$ cat src/rtl/accumulator_control.sv
// accumulator_control
// Multicycle control FSM for the accumulator CPU. It drives every control
// input of the datapath (PC unit, register/wires subsystem, ALU subsystem,
// memory subsystem) from the fetched opcode, the memory-ready handshake and
// the current state. Outputs are Moore style: decoded from the state and the
// opcode latched in DECODE. The only exception is FETCH, where IRWrite and
// PCWrite are gated by MemReady.
//
// Ports:
//   CLK       in  1  system clock, rising edge
//   reset     in  1  synchronous, active-high
//   Opcode    in  4  IR[15:12], valid from DECODE onward
//   MemReady  in  1  memory completes the access this cycle
//   PCWrite   out 1  unconditional PC load
//   Branch    out 1  conditional PC load
//   bneOrbeq  out 1  0 = BEQ (load if Zero), 1 = BNE (load if !Zero)
//   PCSrc     out 2  0 ALU result, 1 jump target, 2 aluOut register
//   IRWrite   out 1  instruction register load
//   MemRead   out 1  memory read strobe
//   MemWrite  out 1  memory write strobe
//   IorD      out 2  memory address: 0 PC, 1 ZE(imm), 2 SP
//   AccWrite  out 1  accumulator load
//   AccSrc    out 1  accumulator source: 0 ALU, 1 MDR
//   SpWrite   out 1  stack pointer load
//   SrcA      out 2  ALU A: 0 PC, 1 ACC, 2 SP
//   SrcB      out 3  ALU B: 0 const 2, 1 MDR, 2 SE, 3 ZE, 4 SL1
//   ALUOP     out 3  0 add, 1 sub, 2 and, 3 or, 5 passA
//   Halted    out 1  FSM is in HALT
module accumulator_control (
    input  logic       CLK,
    input  logic       reset,
    input  logic [3:0] Opcode,
    input  logic       MemReady,
    output logic       PCWrite,
    output logic       Branch,
    output logic       bneOrbeq,
    output logic [1:0] PCSrc,
    output logic       IRWrite,
    output logic       MemRead,
    output logic       MemWrite,
    output logic [1:0] IorD,
    output logic       AccWrite,
    output logic       AccSrc,
    output logic       SpWrite,
    output logic [1:0] SrcA,
    output logic [2:0] SrcB,
    output logic [2:0] ALUOP,
    output logic       Halted
);

    localparam logic [3:0] OP_ADD   = 4'h0;
    localparam logic [3:0] OP_SUB   = 4'h1;
    localparam logic [3:0] OP_ADDI  = 4'h2;
    localparam logic [3:0] OP_LOAD  = 4'h3;
    localparam logic [3:0] OP_STORE = 4'h4;
    localparam logic [3:0] OP_BEQ   = 4'h5;
    localparam logic [3:0] OP_BNE   = 4'h6;
    localparam logic [3:0] OP_JUMP  = 4'h7;
    localparam logic [3:0] OP_PUSH  = 4'h8;
    localparam logic [3:0] OP_POP   = 4'h9;
    localparam logic [3:0] OP_AND   = 4'hA;
    localparam logic [3:0] OP_OR    = 4'hB;

    typedef enum logic [3:0] {
        S_RST, S_FETCH, S_DECODE, S_MRD, S_EXEC, S_LWB, S_ST,
        S_BR, S_JMP, S_PDEC, S_PWR, S_PRD, S_PINC, S_HALT
    } state_t;

    state_t     state_q, state_d;
    logic [3:0] opcode_q, opcode_d;

    // State and opcode registers. The opcode is captured only in DECODE so
    // that later IR changes cannot redirect an instruction in flight.
    always_ff @(posedge CLK) begin
        if (reset) begin
            state_q  <= S_RST;
            opcode_q <= 4'h0;
        end else begin
            state_q  <= state_d;
            opcode_q <= opcode_d;
        end
    end

    // Next-state logic. DECODE dispatches on the live Opcode because that is
    // the cycle it gets latched; later states use the latched copy.
    always_comb begin
        state_d  = state_q;
        opcode_d = opcode_q;
        unique case (state_q)
            S_RST:    state_d = S_FETCH;
            S_FETCH:  if (MemReady) state_d = S_DECODE;
            S_DECODE: begin
                opcode_d = Opcode;
                case (Opcode)
                    OP_ADD, OP_SUB, OP_AND, OP_OR, OP_LOAD: state_d = S_MRD;
                    OP_ADDI:         state_d = S_EXEC;
                    OP_STORE:        state_d = S_ST;
                    OP_BEQ, OP_BNE:  state_d = S_BR;
                    OP_JUMP:         state_d = S_JMP;
                    OP_PUSH:         state_d = S_PDEC;
                    OP_POP:          state_d = S_PRD;
                    default:         state_d = S_HALT;
                endcase
            end
            S_MRD:    if (MemReady) state_d = (opcode_q == OP_LOAD) ? S_LWB : S_EXEC;
            S_EXEC:   state_d = S_FETCH;
            S_LWB:    state_d = S_FETCH;
            S_ST:     if (MemReady) state_d = S_FETCH;
            S_BR:     state_d = S_FETCH;
            S_JMP:    state_d = S_FETCH;
            S_PDEC:   state_d = S_PWR;
            S_PWR:    if (MemReady) state_d = S_FETCH;
            S_PRD:    if (MemReady) state_d = S_PINC;
            S_PINC:   state_d = S_FETCH;
            S_HALT:   state_d = S_HALT;
            default:  state_d = S_RST;
        endcase
    end

    // Output decode. Every signal defaults to 0; each state raises only what
    // it needs.
    always_comb begin
        PCWrite  = 1'b0;
        Branch   = 1'b0;
        bneOrbeq = 1'b0;
        PCSrc    = 2'd0;
        IRWrite  = 1'b0;
        MemRead  = 1'b0;
        MemWrite = 1'b0;
        IorD     = 2'd0;
        AccWrite = 1'b0;
        AccSrc   = 1'b0;
        SpWrite  = 1'b0;
        SrcA     = 2'd0;
        SrcB     = 3'd0;
        ALUOP    = 3'd0;
        Halted   = 1'b0;
        unique case (state_q)
            S_FETCH: begin
                // PC+2 is computed every cycle, but IR and PC only commit
                // once the memory actually delivers the instruction.
                MemRead = 1'b1;
                IRWrite = MemReady;
                PCWrite = MemReady;
            end
            S_DECODE: SrcB = 3'd4;
            S_MRD: begin
                MemRead = 1'b1;
                IorD    = 2'd1;
            end
            S_EXEC: begin
                SrcA     = 2'd1;
                SrcB     = (opcode_q == OP_ADDI) ? 3'd2 : 3'd1;
                AccWrite = 1'b1;
                case (opcode_q)
                    OP_SUB:  ALUOP = 3'd1;
                    OP_AND:  ALUOP = 3'd2;
                    OP_OR:   ALUOP = 3'd3;
                    default: ALUOP = 3'd0;
                endcase
            end
            S_LWB: begin
                AccWrite = 1'b1;
                AccSrc   = 1'b1;
            end
            S_ST: begin
                MemWrite = 1'b1;
                IorD     = 2'd1;
            end
            S_BR: begin
                SrcA     = 2'd1;
                ALUOP    = 3'd5;
                Branch   = 1'b1;
                bneOrbeq = (opcode_q == OP_BNE);
                PCSrc    = 2'd2;
            end
            S_JMP: begin
                PCWrite = 1'b1;
                PCSrc   = 2'd1;
            end
            S_PDEC: begin
                SrcA    = 2'd2;
                ALUOP   = 3'd1;
                SpWrite = 1'b1;
            end
            S_PWR: begin
                MemWrite = 1'b1;
                IorD     = 2'd2;
            end
            S_PRD: begin
                MemRead = 1'b1;
                IorD    = 2'd2;
            end
            S_PINC: begin
                AccWrite = 1'b1;
                AccSrc   = 1'b1;
                SrcA     = 2'd2;
                SpWrite  = 1'b1;
            end
            S_HALT:  Halted = 1'b1;
            default: ;
        endcase
    end

endmodule

$ cat config.mk
export PLATFORM = sky130hd
export DESIGN_NAME = accumulator_control
export DESIGN_NICKNAME = d
export VERILOG_FILES = /design/src/rtl/accumulator_control.sv
export SDC_FILE = /design/constraint.sdc
export NUM_CORES = 1
export LEC_CHECK = 0
export ABC_AREA = 1
export CAP_MARGIN = 15
export CORE_MARGIN = 4
export CORE_UTILIZATION = 40
export CTS_CLUSTER_DIAMETER = 200
export CTS_CLUSTER_SIZE = 14
export DETAILED_ROUTE_END_ITERATION = 10
export PLACE_DENSITY = 0.74
export SETUP_SLACK_MARGIN = 0.4
export SYNTH_ARGS = -nofsm -noshare
export SYNTH_HDL_FRONTEND = slang
export SYNTH_SLANG_ARGS = --single-unit
$ cat constraint.sdc
create_clock -name CLK -period 1.28 [get_ports CLK]
set_input_delay 0.128 -clock CLK [delete_from_list [all_inputs] [get_ports CLK]]
set_output_delay 0.128 -clock CLK [all_outputs]
set_load 0.01 [all_outputs]
==> impl.org, run 1 <==
** Outcome
- Status :: aborted with a tool error
- Halt Stage :: global routing
- First error message :: [ERROR DPL-0038] Utilization greater than 100%, impossible to legalize

** Logic synthesis
- The top cell type by area accounts for roughly a fifth of the synthesized area.
- Of all cell types, the one taking the most synthesized area is dfxtp_1.
- Synthesis produced 131 cells.
- Dominant cells by area after synthesis :: dfxtp_1 21%, nand2_1 16%, inv_1 8.7%
- After synthesis, the largest family of logic cells by area is simple AND/OR/NAND/NOR gates.
- The synthesized netlist devotes 6.46% of its cell area to adder and majority cells.
- Count of yosys warnings during synthesis :: 0
- Post-Syn Nets :: 142
- The share of the Yosys chip area taken by registers is 20.7%.
- Seq cells post-synth :: 8
- Post-synthesis xor/xnor area fraction :: 0%
- The number of different library cells used by synthesis comes to 25.
- Complex-gate fraction of the synthesized area :: 14.7%
- A synthesized cell averages 5.91 µm².
- Post-synthesis share of cell area spent on and, or, nand and nor gates :: a little over two fifths
- After synthesis, the share of cell area in mux cells is 0%.
- Netlist area before placement :: slightly below 800 µm²

** Clocking
- CTS hold repair buffers :: 0
- Maximum level of the CTS H-tree :: 1
- Total number of clock tree sinks :: 8
- CTS buffer count :: 3
- The tree is rooted in a clkbuf_4.
- The clock passes through at most 2 buffers.

** Floorplan
- During I/O placement, the number of pins put on the boundary was 29.
- Rows :: 15
- Initial standard-cell utilization of the core :: about 43%
- The die is around 52 µm wide.
- From bottom edge to top edge, the die measures 52 µm.

** Placement
- Once detailed placement completed, the half-perimeter wirelength came to around 1900 µm.
- Final RePlAce weighted congestion :: between 0.9 and 1
- In this run the tool buffered the top-level ports with 28 buffer cells.
- The number of placed instances, taps included, is 210.

** Global routing
- Entering global routing, the biggest net connects 9 pins.
==> kinds of logic after synthesis <==
logic type | Yosys count
buffers and inverters | 26
and+or+nand+nor | 73
adders and majority gates | 4
AOI/OAI and AO/OA | 20
DFF | 8
==> what timing repair did <==
action	in CTS
gates resized for setup	129
gates cloned	1
buffers inserted	11
endpoints found under the hold margin	0
setup endpoints to repair	30
pin swaps	13
==> cell usage after synthesis <==
cell type	number
nor2_1	15
a21oi_1	6
buf_2	1
buf_4	2
nand3_2	2
nor3_1	2
o211ai_1	1
o21ai_0	8
clkinv_2	1
buf_6	1
nand3_1	13
nor2_2	1
nand2_2	3
inv_2	2
or2_2	1
dfxtp_1	8
buf_1	1
nand4_1	1
a211oi_1	4
o22ai_1	1
nand2_1	33
inv_1	18
ha_1	4
nand2_4	1
nor2_4	1
==> stage by stage <==
stage	utilization (%)	worst slack, ns	TNS (ns)	instance area [µm²]	hold slack, ns
4_1_cts	83.6	-0.116	-1.35	1490	0.462
2_1_floorplan	-	0.194	0	842	0.304
3_5_place_dp	75.2	-0.346	-6.37	1340	0.514
3_3_place_gp	75.2	-0.325	-5.79	1340	0.505
==> run 2, diff against run 1 <==
Settings changed: CORE_AREA from default to 4 4 65 67, CORE_MARGIN 4 to default, CORE_UTILIZATION 40 to default, CTS_CLUSTER_DIAMETER 200 to default, CTS_CLUSTER_SIZE 14 to default, DIE_AREA from default to 0 0 69 71, PLACE_DENSITY 0.74 to default, PLACE_DENSITY_LB_ADDON from default to 0.15, SETUP_SLACK_MARGIN 0.4 to default.
==> run 2 against run 1 <==
Against the previous run: the flow now finishes, with violations (setup timing); synthesized area did not move; synthesized cell count is the same.
==> impl.org, run 2 <==
** Finish
- Fillers :: 381
- The finished cells cover 1620 µm².
- The area growth from synthesis to layout is 109%.
- Leaving out fill and tap cells, the most frequent cells in the layout are 30 x buf_4, 19 x nand2_1, 16 x buf_2.
- The library cell used most frequently in the layout, excluding fill and tap cells, is buf_4.
- Number of nets in the finished design :: 211
- For this run, the share of the core covered by cells in the final layout is 44.5%.
- The repair_antennas step left the layout with diodes totalling 0.
- For this run, the number of standard cells in the final layout without fillers is ~250.
- Fraction of layout instances using a drive strength above 1 :: 62.1%
- In the final layout, the registers with the most flip-flops are opcode_q x4, state_q x4.

** Global routing
- Global routing used 12.1% of the available met1 tracks.
- Wire length of the first global-routing pass :: 4510 µm
- Global routing finished with a remaining overflow of 0.
- The via count of the first global-routing pass came to 1,035.
- Entering global routing, the biggest net connects 9 pins.
- Global routing consumed, on the met2 layer, 19.9% of the routing resources.
- Number of antenna violations at the first check in global routing :: 0
- Most used routing layer in global routing :: met2
- Global routing consumed, on the met3 layer, 1.70% of the routing resources.
- Total global-route track usage :: 10.9%

** Placement
- Instance count after placement with tap cells included :: 238 (+13%)
- The total of buffers placed on input and output ports came to 28 (unchanged).
- Placed Area :: 1350 µm² (+0.65%)
- The worst slack at placement is -0.309 ns (+0.0368 ns).
- HPWL after detailed placement :: 2140 µm (+10%)
- Final RePlAce weighted congestion :: 0.886 (-4.5%)

** Routing
- The routed design has approximately 2600 µm of wire.
- Routed via count :: 1,051
- Number of optimization iterations in the first detailed-route pass :: 4
- Number of remaining DRC errors :: 0
- Final antenna-violating net count :: 0
- After detailed routing, the number of vias per cell comes to 4.27.
- Dividing the detail-routed wire length by the instance count gives ~11 µm.
- DRC violation total after the first TritonRoute iteration :: 23

** Worst setup path
- Reg2Reg Setup Slack :: -0.08 ns
- In this run the critical register-to-register path is launched from state_q[3].
- The setup path with the least slack is of type reg2reg.
- Largest stage delay on the critical path :: around 0.36 ns
- Top fanout value on the critical path :: 8
- Worst r2r dst :: opcode_q[0]
- Among the stages of the critical path, the cell type that occurs most often is buf_6.
- The worst setup path is launched from a flop.
- The most critical setup path has its startpoint at state_q[3].
- CP Capture Type :: flop
- Arrival time reported for the critical path endpoint :: 1.50 ns
- Critical path endpoint :: opcode_q[0]
- Series of cell instances along the critical path :: inv_4, buf_6, nand2_8, buf_6, nor2_4, buf_6, buf_12, nor2_4, a211oi_2
- Among all stages on the critical path, the largest delay is contributed by dfxtp_4.
- The worst register-to-register path has a depth of 9.
- Data on the critical path is required at its endpoint by 1.42 ns.

** Logic synthesis
- The fraction of synthesized area in multiplexers is 0% (unchanged).
- Area share of fa/ha/maj cells after synthesis :: 6.46% (unchanged)
- Combinational family with the most area after synthesis :: simple AND/OR/NAND/NOR gates
- The number of nets produced by synthesis came to 142 (unchanged).
- Count of yosys warnings during synthesis :: 0 (unchanged)
- Syn Inst Count :: 131 (unchanged)
- Dominant cells by area after synthesis :: dfxtp_1 21%, nand2_1 16%, inv_1 8.7%
- Summed over all instances, the cell type with the most area after synthesis is dfxtp_1.
- Complex-gate fraction of the synthesized area :: 14.7% (unchanged)
- Proportion of synthesized chip area in sequential cells :: 20.7% (unchanged)
- The synthesis-stage register bit count is 8 (unchanged).
- The fraction of the mapped netlist area in simple logic gates was 43.3% (unchanged).
- After synthesis, the most frequently instantiated cells are 33 x nand2_1, 18 x inv_1, 15 x nor2_1.
- nand2_1 is the most common cell in the netlist.
- Proportion of synthesized flip-flops having asynchronous set or reset :: 0% (unchanged)
- The distinct cell type count of the synthesized netlist is 25 (unchanged).
- Mean area per synthesized cell :: 5.91 µm² (unchanged)
- The number of enable-type register cells in the synthesized netlist came to 0 (unchanged).
- The most used flip-flop cell after synthesis is dfxtp_1.
- The synthesized-area fraction occupied by xor and xnor cells was 0% (unchanged).
- Share of Yosys cell area claimed by the top area cell type :: 20.7% (unchanged)
- The area of the mapped netlist is 774 µm² (unchanged).

** Timing
- The final-report max-slew violation count was 0.
- Share of the clock period used by the worst path :: 106%
- Final hold analysis gives a worst-case slack of 0.317 ns.
- Sum Neg Setup Slack :: -0.804 ns
- Worst slew margin :: a little over two thirds
- For the finished layout, the period the worst path requires is 1.36 ns.
- Total of endpoints with negative setup slack in the final report :: 18
- For the pin with the worst max-slew slack, the measured transition is 0.452 ns.
- Setup repair after global routing could not meet its margin everywhere.
- Setup slack on the critical path of the routed design comes to -0.0803 ns.
- The number of failing hold endpoints at the final stage came to 0.
- The clock arrives with 0.00378 ns of skew.
- Top achievable clock speed :: 0.735 GHz

** Clocking
- The clock tree buffer depth came to 2 (unchanged).
- Clock-pin slew on the worst setup and hold paths :: 0.04 ns
- CTS root buf :: clkbuf_8
- The clock net sink count is 8 (unchanged).
- The total of hold buffers inserted after clock tree synthesis was 0 (unchanged).
- The clock buffer count from CTS was 3 (unchanged).
- The later pin in the worst-skew pair is clocked with a latency of 0.23 ns.
- TritonCTS clock tree :: done
- The CTS H-tree depth is 1 (unchanged).

** Power
- VDD sags by at most 0.433 mV.
- Combinational logic burns between 60% and 70% of the power.
- Clock power share :: 13.0%
- Total power for the finished layout comes to 2.31 mW.
- Portion of total power attributed to sequential cells :: around 18%
- Net switching is 42.4% of the power.
- Power density over cell area :: 1430 nW/µm²
- Internal power comes to 1.33 mW.
- The analysis attributes to net switching a power of 0.979 mW.
- Leak :: 0.822 nW

** Floorplan
- The die covers 4900 µm².
- The cell row count is 22 (+7).
- Die width :: 69 µm (+33%)
- Core Footprint :: ~3600 µm²
- Chip Height :: 71 µm (+37%)
- The starting density of the core is 21.3% (-22 points).
- IO Count :: 29 (unchanged)

** Flow run
- Count of max-cap constraint violations :: 0

** Outcome
- The final reports fail on setup timing.
- The run finished, with violations left.

** Hold path
- The tightest min-delay check is of the in2reg type.
==> run 2: layer usage <==
layer	up-vias	wire length, µm
met4	0	38
met2	27	1300
li1	556	-
met5	-	0
met1	464	1150
met3	4	136
==> run 2: cell families (layout without fill, tap and decap cells) <==
kind of cell,Yosys count,after routing
DFF,8,8
adders and majority gates,4,4
AOI/OAI and AO/OA,20,20
and+or+nand+nor,73,73
buffers and inverters,26,93
==> run 2: worst min-delay path by stage <==
stage	to	cells after the start	from	slack [ns]
CTS	opcode_q[3]	2	opcode_q[3]	0.53
finish	opcode_q[0]	4	Opcode[0]	0.32
global route	opcode_q[0]	4	Opcode[0]	0.33
global placement	opcode_q[3]	2	opcode_q[3]	0.51
detailed placement	opcode_q[3]	2	opcode_q[3]	0.53
floorplan	opcode_q[1]	2	Opcode[1]	0.30
==> run 2: area by class of cell <==
class	instances	area [µm²]	area share [%]
Clock buffer	3	41.3	2.55
Inverter	21	85.1	5.26
Multi-Input combinational cell	97	702	43.4
Sequential cell	8	173	10.7
Tap cell	48	60.1	3.71
Timing Repair Buffer	69	557	34.4
==> run 2: critical path: cells and delay by family (launching register included) <==
kind                   cells  cell delay [ns]
buffers and inverters      5             0.57
DFF                        1             0.36
AOI/OAI and AO/OA          1             0.17
and+or+nand+nor            3             0.18
==> run 2: what timing repair did <==
action	in CTS	in global routing
buffers inserted	4	2
gates resized for setup	118	47
pin swaps	11	19
setup endpoints to repair	30	30
gates cloned	0	0
==> run 2: power groups by stage <==
stage                     Clock, mW  Combinational, mW  Sequential (mW)
after floorplan                   0              0.622            0.362
after global placement            0               1.19            0.376
after detailed placement          0               1.19            0.382
after CTS                     0.314               1.35            0.410
after global routing          0.326               1.75            0.426
final                         0.301               1.60            0.410
(Power assumes the default switching activity.)
